$ cat config.mk
export PLATFORM = sky130hd
export DESIGN_NAME = arb_mux2_stream
export DESIGN_NICKNAME = d
export VERILOG_FILES = /design/src/rtl/arb_mux2_pkg.sv /design/src/rtl/commonlib_muxn.sv /design/src/rtl/arb_mux2_stream.sv
export SDC_FILE = /design/constraint.sdc
export NUM_CORES = 1
export LEC_CHECK = 0
export ABC_CLOCK_PERIOD_IN_PS = 2000
export BUFFER_PORTS_ARGS = -buffer_cell sky130_fd_sc_hd__buf_2
export CAP_MARGIN = 20
export CORE_AREA = 2 2 39 41
export CTS_CLUSTER_SIZE = 8
export DETAILED_ROUTE_END_ITERATION = 7
export DIE_AREA = 0 0 41 43
export GPL_ROUTABILITY_DRIVEN = 0
export SETUP_SLACK_MARGIN = 0.5
export SLEW_MARGIN = 10
export SYNTH_ARGS = -nofsm -noshare
export SYNTH_HDL_FRONTEND = slang
export SYNTH_HIERARCHICAL = 1
export SYNTH_SLANG_ARGS = --single-unit
$ cat constraint.sdc
create_clock -name CLK -period 2 [get_ports CLK]
set_clock_uncertainty 0.15 [all_clocks]
set_input_delay 0.1 -clock CLK [delete_from_list [all_inputs] [get_ports CLK]]
set_output_delay 0.1 -clock CLK [all_outputs]
set_load 0.01 [all_outputs]
$ cat src/rtl/arb_mux2_pkg.sv
// Shared types for the two-input packet arbiter: FSM state encoding and grant values.
package arb_mux2_pkg;

  typedef enum logic [1:0] {
    IDLE  = 2'd0,
    LOCK0 = 2'd1,
    LOCK1 = 2'd2
  } arb_state_e;

  localparam logic GRANT_I0 = 1'b0;
  localparam logic GRANT_I1 = 1'b1;

  // Lock state entered after a non-last beat from the given input.
  function automatic arb_state_e lock_state(input logic grant);
    return (grant == GRANT_I1) ? LOCK1 : LOCK0;
  endfunction

endpackage

$ cat src/rtl/commonlib_muxn.sv
// Generic N:1 combinational mux; zero latency, no flow control.
// An out-of-range select on non-power-of-two N yields all zeros.
module commonlib_muxn #(
  parameter int N  = 2,
  parameter int W  = 1,
  parameter int SW = (N > 1) ? $clog2(N) : 1
) (
  input  logic [N-1:0][W-1:0] in_i,
  input  logic [SW-1:0]       sel_i,
  output logic [W-1:0]        out_o
);

  always_comb begin
    out_o = '0;
    if (int'(sel_i) < N) begin
      out_o = in_i[sel_i];
    end
  end

endmodule

$ cat src/rtl/arb_mux2_stream.sv
// Round-robin 2:1 packet arbiter with a registered output beat; one cycle accept-to-valid.
// Backpressure: both readys drop while the output register is full and O_ready is low.
module arb_mux2_stream
  import arb_mux2_pkg::*;
#(
  parameter int WIDTH = 1
) (
  input  logic             CLK,
  input  logic             ASYNCRESETN,
  input  logic [WIDTH-1:0] I0_data,
  input  logic             I0_last,
  input  logic             I0_valid,
  output logic             I0_ready,
  input  logic [WIDTH-1:0] I1_data,
  input  logic             I1_last,
  input  logic             I1_valid,
  output logic             I1_ready,
  output logic [WIDTH-1:0] O_data,
  output logic             O_last,
  output logic             O_valid,
  input  logic             O_ready,
  output logic             S
);

  arb_state_e       state_q, state_d;
  logic             prio_q, prio_d;
  logic             s_q;
  logic             o_valid_q, o_valid_d;
  logic [WIDTH-1:0] o_data_q, o_data_d;
  logic             o_last_q, o_last_d;

  logic             grant;
  logic             load;
  logic             accept;
  logic [1:0][WIDTH:0] mux_in;
  logic [WIDTH:0]   mux_out;

  // Idle with no requester keeps the previous select so the mux does not glitch.
  always_comb begin
    grant = s_q;
    case (state_q)
      IDLE: begin
        if (I0_valid && I1_valid) grant = prio_q;
        else if (I0_valid)        grant = GRANT_I0;
        else if (I1_valid)        grant = GRANT_I1;
      end
      LOCK0:   grant = GRANT_I0;
      LOCK1:   grant = GRANT_I1;
      default: grant = s_q;
    endcase
  end

  assign load     = !o_valid_q || O_ready;
  assign I0_ready = ASYNCRESETN && load && (grant == GRANT_I0);
  assign I1_ready = ASYNCRESETN && load && (grant == GRANT_I1);
  assign accept   = (I0_valid && I0_ready) || (I1_valid && I1_ready);

  assign mux_in[0] = {I0_data, I0_last};
  assign mux_in[1] = {I1_data, I1_last};

  commonlib_muxn #(
    .N (2),
    .W (WIDTH + 1)
  ) u_sel_mux (
    .in_i  (mux_in),
    .sel_i (grant),
    .out_o (mux_out)
  );

  always_comb begin
    state_d   = state_q;
    prio_d    = prio_q;
    o_valid_d = o_valid_q;
    o_data_d  = o_data_q;
    o_last_d  = o_last_q;
    if (accept) begin
      o_valid_d = 1'b1;
      o_data_d  = mux_out[WIDTH:1];
      o_last_d  = mux_out[0];
      if (mux_out[0]) begin
        state_d = IDLE;
        prio_d  = ~grant;
      end else begin
        state_d = lock_state(grant);
      end
    end else if (O_ready) begin
      o_valid_d = 1'b0;
    end
  end

  always_ff @(posedge CLK or negedge ASYNCRESETN) begin
    if (!ASYNCRESETN) begin
      state_q   <= IDLE;
      prio_q    <= GRANT_I0;
      s_q       <= GRANT_I0;
      o_valid_q <= 1'b0;
      o_data_q  <= '0;
      o_last_q  <= 1'b0;
    end else begin
      state_q   <= state_d;
      prio_q    <= prio_d;
      s_q       <= grant;
      o_valid_q <= o_valid_d;
      o_data_q  <= o_data_d;
      o_last_q  <= o_last_d;
    end
  end

  assign O_valid = o_valid_q;
  assign O_data  = o_data_q;
  assign O_last  = o_last_q;
  assign S       = grant;

endmodule

==> results of run 1 <==
==> sequential cells by signal (all words and copies together) (netlist names) <==
| register | cells |
|---|---|
| state_q | 2 |
| O_data | 1 |
| O_last | 1 |
| O_valid | 1 |
| prio_q | 1 |
| s_q | 1 |
==> where the power goes <==
group / leakage [uW] / internal, uW / switching (uW)
sequential: 0.0000812 / 199 / 46.3
clock: 0.0000150 / 76.9 / 63.9
combinational: 0.000211 / 268 / 214
==> cell usage in the layout, fill, tap and decap left out, types with 2 or more instances in the layout <==
cell / Yosys / final
a21oi_2: 1 / 2
buf_2: 0 / 14
buf_4: 0 / 5
buf_6: 0 / 2
clkbuf_4: 0 / 3
dfrtp_1: 7 / 6
inv_1: 3 / 2
mux2_4: 0 / 3
mux2i_1: 2 / 2
nand2_1: 4 / 3
nor2_1: 5 / 3
nor2_2: 0 / 2
nor2b_1: 3 / 3
o21ai_0: 6 / 3
o21ai_1: 1 / 3
==> stage by stage <==
| stage | area [um^2] | instances |
|---|---|---|
| floorplan | 419 | 44 |
| global placement | 509 | 74 |
| detailed placement | 509 | 74 |
| CTS | 592 | 84 |
| global route | 622 | 85 |
| finish | 622 | 85 |
==> Yosys cell counts (all sizes together) <==
library cell	count	area [um^2]
nor3	1	5.00
a41oi	1	8.76
dfrtp	7	175
a21bo	1	10.0
mux2	4	45.0
nand2b	1	6.26
nor2b	3	18.8
nor2	5	18.8
o21ai	7	35.0
mux2i	2	20.0
nand2	4	15.0
a21oi	3	18.8
o22ai	1	6.26
inv	3	11.3
or2	1	6.26
==> layer usage <==
metal,wire length (um),vias up,part of all wire (%),global-route usage (%)
li1,-,204,-,-
met1,445,200,44,17.6
met2,470,12,47,20.6
met3,70,3,6.9,4.71
met4,23,0,2.3,10.0
met5,0,-,0,0
==> worst max path at each step <==
| stage | from | endpoint | slack (ns) | cells past startpoint |
|---|---|---|---|---|
| 3_3_place_gp | state_q[1]$_DFFE_PN0P_ | state_q[1]$_DFFE_PN0P_ | 0.13 | 8 |
| 2_1_floorplan | state_q[1]$_DFFE_PN0P_ | state_q[0]$_DFFE_PN0P_ | 0.31 | 8 |
| 3_5_place_dp | state_q[1]$_DFFE_PN0P_ | state_q[0]$_DFFE_PN0P_ | 0.15 | 8 |
| 6_report | prio_q$_DFFE_PN0P_ | I0_ready | 0.23 | 8 |
| 5_1_grt | prio_q$_DFFE_PN0P_ | state_q[0]$_DFFE_PN0P_ | 0.13 | 8 |
| 4_1_cts | state_q[1]$_DFFE_PN0P_ | state_q[1]$_DFFE_PN0P_ | 0.23 | 8 |
==> kinds of logic (layout without fill, tap and decap cells) <==
logic type	after synthesis	after routing
buf+inv	3	28
mux	6	6
simple gates	15	15
flops	7	7
compound gates	13	13
==> worst max-delay path, stage by stage, from the launching register on <==
cell     delay [ns]
dfrtp_1        0.40
nand2_2        0.08
a21oi_2        0.05
o22ai_2        0.17
inv_2          0.08
buf_4          0.14
buf_6          0.12
nor2_1         0.09
buf_2          0.14
==> layout make-up <==
cell class,instances,area [um^2]
repair buffers,21,130
flip-flops and latches,7,176
clock buffers,4,26.3
inverters,3,11.3
fillers,140,762
well taps,16,20.0
multi-input cells,34,258
==> repair_timing <==
action                     4_1_cts  5_1_grt
setup endpoints to repair        7        9
pin swaps                        2        3
hold endpoints to repair         7        7
buffers inserted                 6        1
gates resized for setup          4        7
==> impl_metrics.tcl, run 1 <==
set metrics [dict create \
    cts.sinks 7 \
    synth_cell_types 17 \
    antenna_found_initial 0 \
    status "complete, but fails checks" \
    chipWidth_um 41 \
    critPathKind "flop to primary output" \
    hp-class "primary input to async pin" \
    r2r_end "state_q[0]$_DFFE_PN0P_" \
    grt_pass1_vias 408 \
    crit_path_start_kind "flop" \
    place_worst_setup_slack_ns 0.146 \
    gr-total-overflow 0 \
    ant_nets 0 \
    violations "negative hold slack" \
    cts_max_level 1 \
    peakVddDrop_mv 0.511 \
    clk_pin_slew_ns 0.06 \
    syn_inst 44 \
    worstPathArrival_ns 1.52 \
    coreArea_um2 1380 \
    syn_to_final_growth_pct 55.3 \
    ios 15 \
    dieHeight_um 43 \
    whs_ns -0.477 \
    routed_via_density 4.93 \
    syn_area_um2 400 \
    grt_max_degree 11 \
    vias 419 \
    synth_top_family_by_area "compound AO/OA/AOI/OAI gates" \
    clk_path_buf_depth 2 \
    drv_slew 0 \
    wl_per_cell_um 11.9 \
    yosys_warnings 6 \
    drc 0 \
    finalCriticalPeriod_ns 1.77 \
    cts_inserted_buffers 3 \
    dieArea_um2 1760 \
    synth_simple_gate_area_share_pct 17.5 \
    cts_tree "yes" \
    synthXorXnorAreaFrac_pct 0 \
    cp.required_ns 1.75 \
    seq_area_frac_synth_pct 43.8 \
    reg2reg_slack_ns 0.25 \
    hold_viol_final 7 \
    ys_ff_latch 7 \
    totalWireLength_mm 1.01 \
    utilization_pct 44.9 \
    first_pass_iters 3 \
    grt_usage_pct 14.5 \
    slew-limit-headroom_pct 82.8 \
    fmaxAchievable_ghz 0.563 \
    period_share_pct 88.7 \
    synth-compound-area-share_pct 19.7 \
    yosys.area_share.adder_pct 0 \
    fin_ws_ns 0.225 \
    diodes 0 \
    power_density_nw_per_um2 1400 \
    worstRegToRegCells 8 \
    drive_gt1_share_pct 56.5 \
    syn_nets 53 \
    p_leak_uw 0.000308 \
    portBuffers 14 \
    synth.avg_cell_area_um2 9.10 \
    nets 79 \
    clock_latency_ns 0.27 \
    critPathMaxFanout 5 \
    tns_ns 0 \
    grt_pass1_wl_mm 1.68 \
    yosys-mux-area-fraction_pct 16.2 \
    drtIter0Drc 5 \
    r2r_start "prio_q$_DFFE_PN0P_" \
    dp_hpwl_um 647 \
    finalSetupViolCount 0 \
    max-cap-violations 0 \
    cp-end-kind "primary output" \
    max_slew.worst_pin.slew_ns 0.258 \
    total_power_uw 869 \
    rows 14 \
    cts-root-buf "clkbuf_4" \
    rsz0062_at_grt "yes" \
    initial_core_util_pct 28.9 \
]
(Power assumes the default switching activity.)
==> run 2, diff against run 1 <==
Settings changed: CELL_PAD_IN_SITES_DETAIL_PLACEMENT set to 0, CELL_PAD_IN_SITES_GLOBAL_PLACEMENT set to 2, CORE_AREA 2 2 39 41 to unset, CORE_MARGIN set to 2, CORE_UTILIZATION set to 25, DIE_AREA 0 0 41 43 to unset, PLACE_DENSITY_LB_ADDON set to 0.1, RECOVER_POWER set to 100.
==> run 2 against run 1 <==
Against the previous run: the run still ends with negative hold slack left; clock-buffer cell count is the same; largest cell class unchanged; clock power shrank 9%; routed wire length grew 5.8%; highest routed layer unchanged; worst hold slack gained 0.12 ns; final cell count grew 4.7%; first-iteration DRC count shrank 100%; maximum frequency shrank 1.8%; non-clock buffer count grew 4; combinational power shrank 5.2%.
==> impl_metrics.tcl, run 2 (synthesis gave the netlist of run 1 again) <==
set metrics [dict create \
    critPathMaxStageDelay_ns 0.35 \
    p_leak_uw 0.000303 \
    drv_slew 0 \
    clock_latency_ns 0.25 \
    dieHeight_um 44.0 \
    slew-limit-headroom_pct 64.3 \
    r2r_start "prio_q$_DFFE_PN0P_" \
    period_share_pct 90.4 \
    regMostFlops "state_q" \
    routed_via_density 4.71 \
    hp-class "primary input to async pin" \
    cts_inserted_buffers 3 \
    first_pass_iters 1 \
    gr-total-overflow 0 \
    rows 14 \
    rsz0062_at_grt "yes" \
    max-cap-violations 0 \
    ios 15 \
    drtIter0Drc 0 \
    largest_register_ffs 2 \
    chipWidth_um 44.0 \
    clk_pin_slew_ns 0.05 \
    drc 0 \
    finalCriticalPeriod_ns 1.81 \
    clk_path_buf_depth 2 \
    r2r_end "O_data$_DFFE_PN0P_" \
    max_slew.worst_pin.slew_ns 0.536 \
    nets 83 \
    tns_ns 0 \
    coreArea_um2 1510 \
    cp.required_ns 1.99 \
    final_cell_mix "buf_2, buf_4, clkbuf_1" \
    totalWireLength_mm 1.07 \
    initial_core_util_pct 26.6 \
    crit_path_start_kind "flop" \
    grt_pass1_wl_mm 1.61 \
    cp-end-kind "flop" \
    fmaxAchievable_ghz 0.553 \
    grt_usage_pct 11.8 \
    cp_cell_sequence "nand2_1, a21oi_2, o22ai_2, inv_1, clkbuf_2, mux2_2, mux2_2" \
    slowest_stage "dfrtp_1" \
    power_density_nw_per_um2 1320 \
    drive_gt1_share_pct 47.9 \
    vias 419 \
    worstPathArrival_ns 1.80 \
    reg2reg_slack_ns 0.19 \
    critPathMaxFanout 6 \
    syn_to_final_growth_pct 57.5 \
    antenna_found_initial 0 \
    grt_max_degree 11 \
    path_common_cell "mux2_2" \
    finalSetupViolCount 0 \
    whs_ns -0.354 \
    cts_tree "yes" \
    peakVddDrop_mv 0.531 \
    diodes 0 \
    critPathKind "flop to flop" \
    worstRegToRegCells 7 \
    cts_max_level 1 \
    portBuffers 14 \
    wl_per_cell_um 12.0 \
    ant_nets 0 \
    hold_viol_final 7 \
    violations "negative hold slack" \
    dieArea_um2 1940 \
    cts-root-buf "clkbuf_4" \
    cts.sinks 7 \
    status "complete, but fails checks" \
    grt_pass1_vias 390 \
]
## run 2: routing by layer
layer	vias to the layer above	track usage, %	share of wire [%]
li1	213	-	-
met1	198	14.4	43
met2	6	18.2	52
met3	2	6.12	4.2
met4	0	3.64	0.75
met5	-	0	0
## run 2: final cells by class
| class | count | area [um^2] |
|---|---|---|
| tap | 16 | 20.0 |
| clock buffer | 4 | 26.3 |
| multi-input combinational | 34 | 250 |
| inverter | 3 | 11.3 |
| fill | 171 | 876 |
| timing repair buffer | 25 | 146 |
| sequential | 7 | 176 |
## run 2: worst max path at each step
stage / start / end / slack [ns] / cells past startpoint
2_1_floorplan: state_q[1]$_DFFE_PN0P_ / state_q[0]$_DFFE_PN0P_ / 0.31 / 8
3_3_place_gp: state_q[1]$_DFFE_PN0P_ / state_q[0]$_DFFE_PN0P_ / 0.18 / 8
3_5_place_dp: state_q[1]$_DFFE_PN0P_ / state_q[1]$_DFFE_PN0P_ / 0.20 / 8
4_1_cts: state_q[1]$_DFFE_PN0P_ / state_q[1]$_DFFE_PN0P_ / 0.25 / 8
5_1_grt: state_q[1]$_DFFE_PN0P_ / state_q[1]$_DFFE_PN0P_ / 0.07 / 8
6_report: prio_q$_DFFE_PN0P_ / O_data$_DFFE_PN0P_ / 0.19 / 7
## run 2: what timing repair did
action / in CTS / in global routing
gates resized for setup: 3 / 5
buffers inserted: 5 / 5
setup endpoints to repair: 7 / 9
gates cloned: 0 / 0
pin swaps: 0 / 3
endpoints found under the hold margin: 7 / 7
## run 2: through the flow
step	worst slack (ns)	instances	utilization [%]	area, um^2	power, uW
4_1_cts	0.247	84	39.0	588	784
3_3_place_gp	0.181	75	34.3	517	589
3_5_place_dp	0.199	75	34.3	517	581
5_1_grt	0.0664	89	41.9	631	898
2_1_floorplan	0.314	44	-	419	459
6_report	0.192	89	41.9	631	834
## run 2: power by group
group	internal (uW)	switching (uW)	total, uW
Combinational	252	206	458
Sequential	200	47.4	247
Clock	76.2	52.6	129
Total	528	305	834
## run 2: worst max-delay path, delay by kind of cell (launching register included)
family / cells / cell delay [ns]
flip-flops: 1 / 0.35
multiplexers: 2 / 0.60
buffers and inverters: 2 / 0.29
AO/OA/AOI/OAI: 2 / 0.25
AND/OR/NAND/NOR: 1 / 0.07
==> run 3, diff against run 2 <==
Settings changed: BUFFER_PORTS_ARGS -buffer_cell sky130_fd_sc_hd__buf_2 to unset, CORE_AREA set to 2 2 39 41, CORE_MARGIN 2 to unset, CORE_UTILIZATION 25 to unset, DIE_AREA set to 0 0 41 43, DONT_BUFFER_PORTS set to 1.
==> run 3 against run 2 <==
Against the previous run: the run now ends clean; sequential power increased by 10%; cell area decreased by 6.0%; flip-flop and latch count unchanged; clock-buffer cell count unchanged; worst hold slack improved by 0.41 ns; via count decreased by 12%; die area decreased by 9.0%; combinational power decreased by 19%; global-route usage increased by 2.5 points; routed wire length decreased by 1.0%; maximum frequency decreased by 1.9%; core utilization increased by 1.0 points; largest cell class unchanged.
==> impl_metrics.tcl, run 3 (synthesis gave the netlist of run 1 again) <==
set metrics [dict create \
    utilization_pct 42.9 \
    max_slew.worst_pin.slew_ns 0.401 \
    status "complete, no violations" \
    slowest_stage "dfrtp_1" \
    power_density_nw_per_um2 1300 \
    portBuffers 0 \
    cts.sinks 7 \
    finalCriticalPeriod_ns 1.84 \
    final_cell_mix "dfrtp_1, o21ai_0, clkbuf_4, dlygate4sd3_1" \
    whs_ns 0.0587 \
    dieHeight_um 43 \
    rows 14 \
    fin_cells 75 \
    period_share_pct 92.2 \
    vias 368 \
    gr-total-overflow 0 \
    finalSetupViolCount 0 \
    fin_area_um2 593 \
    grt_pass1_vias 372 \
    routed_via_density 4.91 \
    totalWireLength_mm 1.06 \
    clk_pin_slew_ns 0.06 \
    final-seq-area_um2 176 \
    p_leak_uw 0.000251 \
    dp_hpwl_um 722 \
    startpoint "state_q[0]$_DFFE_PN0P_" \
    hold_viol_final 0 \
    r2r_start "state_q[0]$_DFFE_PN0P_" \
    clk_path_buf_depth 2 \
    initial_core_util_pct 28.9 \
    worstPathArrival_ns 1.83 \
    cp_cell_sequence "a21oi_2, o22ai_4, inv_1, mux2_4, clkbuf_4, mux2_2" \
    regMostFlops "state_q" \
    critPathMaxFanout 6 \
    grt_pass1_wl_mm 1.66 \
    cp.depth 6 \
    placedCellCount 61 \
    cp-end-kind "flop" \
    worstRegToRegCells 6 \
    cts-root-buf "clkbuf_4" \
    slew-limit-headroom_pct 73.2 \
    cts_inserted_buffers 3 \
    hp-class "primary input to async pin" \
    multi_input_area_um2 268 \
    ant_nets 0 \
    clock_latency_ns 0.25 \
    crit_buf_inv 2 \
    reg2reg_slack_ns 0.16 \
    tns_ns 0 \
    drc 0 \
    coreArea_um2 1380 \
    crit_family "multiplexers" \
    peakVddDrop_mv 0.554 \
    ios 15 \
    chipWidth_um 41 \
    final_common_cell "dfrtp_1" \
    first_pass_iters 4 \
    drive_gt1_share_pct 39.0 \
    grt_max_degree 10 \
    dieArea_um2 1760 \
    cts_max_level 1 \
    cp.required_ns 1.99 \
    drtIter0Drc 8 \
    post_dp_cell_area_um2 447 \
    syn_to_final_growth_pct 48.1 \
    grt_usage_pct 14.3 \
    nets 69 \
    critPathKind "flop to flop" \
    rsz0062_at_grt "yes" \
    largest_register_ffs 2 \
    crit_path_start_kind "flop" \
    fmaxAchievable_ghz 0.542 \
    wl_per_cell_um 14.1 \
    diodes 0 \
    cts_tree "yes" \
    drv_slew 0 \
    critPathMaxStageDelay_ns 0.45 \
    max-cap-violations 0 \
    antenna_found_initial 0 \
    fill_cells 137 \
]
==> run 3: worst register-to-register path, cell delays in order, from the launching register on <==
cell and delay [ns]:
dfrtp_1 0.45, a21oi_2 0.19, o22ai_4 0.10, inv_1 0.10, mux2_4 0.34, clkbuf_4 0.14
mux2_2 0.26
==> run 3: worst paths after layout <==
path                                               end
worst max-delay path                O_last$_DFFE_PN0P_
min in group CLK                   O_valid$_DFFE_PN0P_
max in group asynchronous       state_q[1]$_DFFE_PN0P_
worst min-delay path                O_last$_DFFE_PN0P_
worst min register to register      O_data$_DFFE_PN0P_
worst max register to register      O_last$_DFFE_PN0P_
==> run 3: timing repair <==
item / 4_1_cts / 5_1_grt
hold buffers: 5 / 0
endpoints found under the setup margin: 7 / 8
hold endpoints to repair: 12 / 0
buffers inserted: 3 / 2
pin swaps: 1 / 6
gates resized for setup: 4 / 7
==> run 3: routing by layer <==
| layer | GRT usage, % | vias to the layer above | part of all wire (%) |
|---|---|---|---|
| met5 | 0 | - | 0 |
| met1 | 19.2 | 169 | 45 |
| li1 | - | 182 | - |
| met4 | 8.00 | 0 | 1.6 |
| met3 | 6.28 | 2 | 9.6 |
| met2 | 18.4 | 15 | 44 |
==> run 3: layout make-up <==
| cell class | instances | share of cell area (%) |
|---|---|---|
| tap | 16 | 3.38 |
| clock buffer | 4 | 4.43 |
| timing repair buffer | 11 | 15.4 |
| sequential | 7 | 29.7 |
| inverter | 3 | 1.90 |
| multi-input combinational | 34 | 45.1 |
==> run 3: report_power, final <==
part / switching (uW) / total [uW] / leakage (uW) / internal (uW)
sequential: 72.2 / 272 / 0.0000812 / 200
clock: 53.7 / 130 / 0.0000150 / 76.3
combinational: 179 / 371 / 0.000155 / 192
==> run 3: per-stage QoR <==
stage	worst slack (ns)	total power, uW
after detailed placement	0.166	526
after global placement	0.197	519
after global routing	0.0594	834
after CTS	0.191	735
final	0.157	773
after floorplan	0.314	459
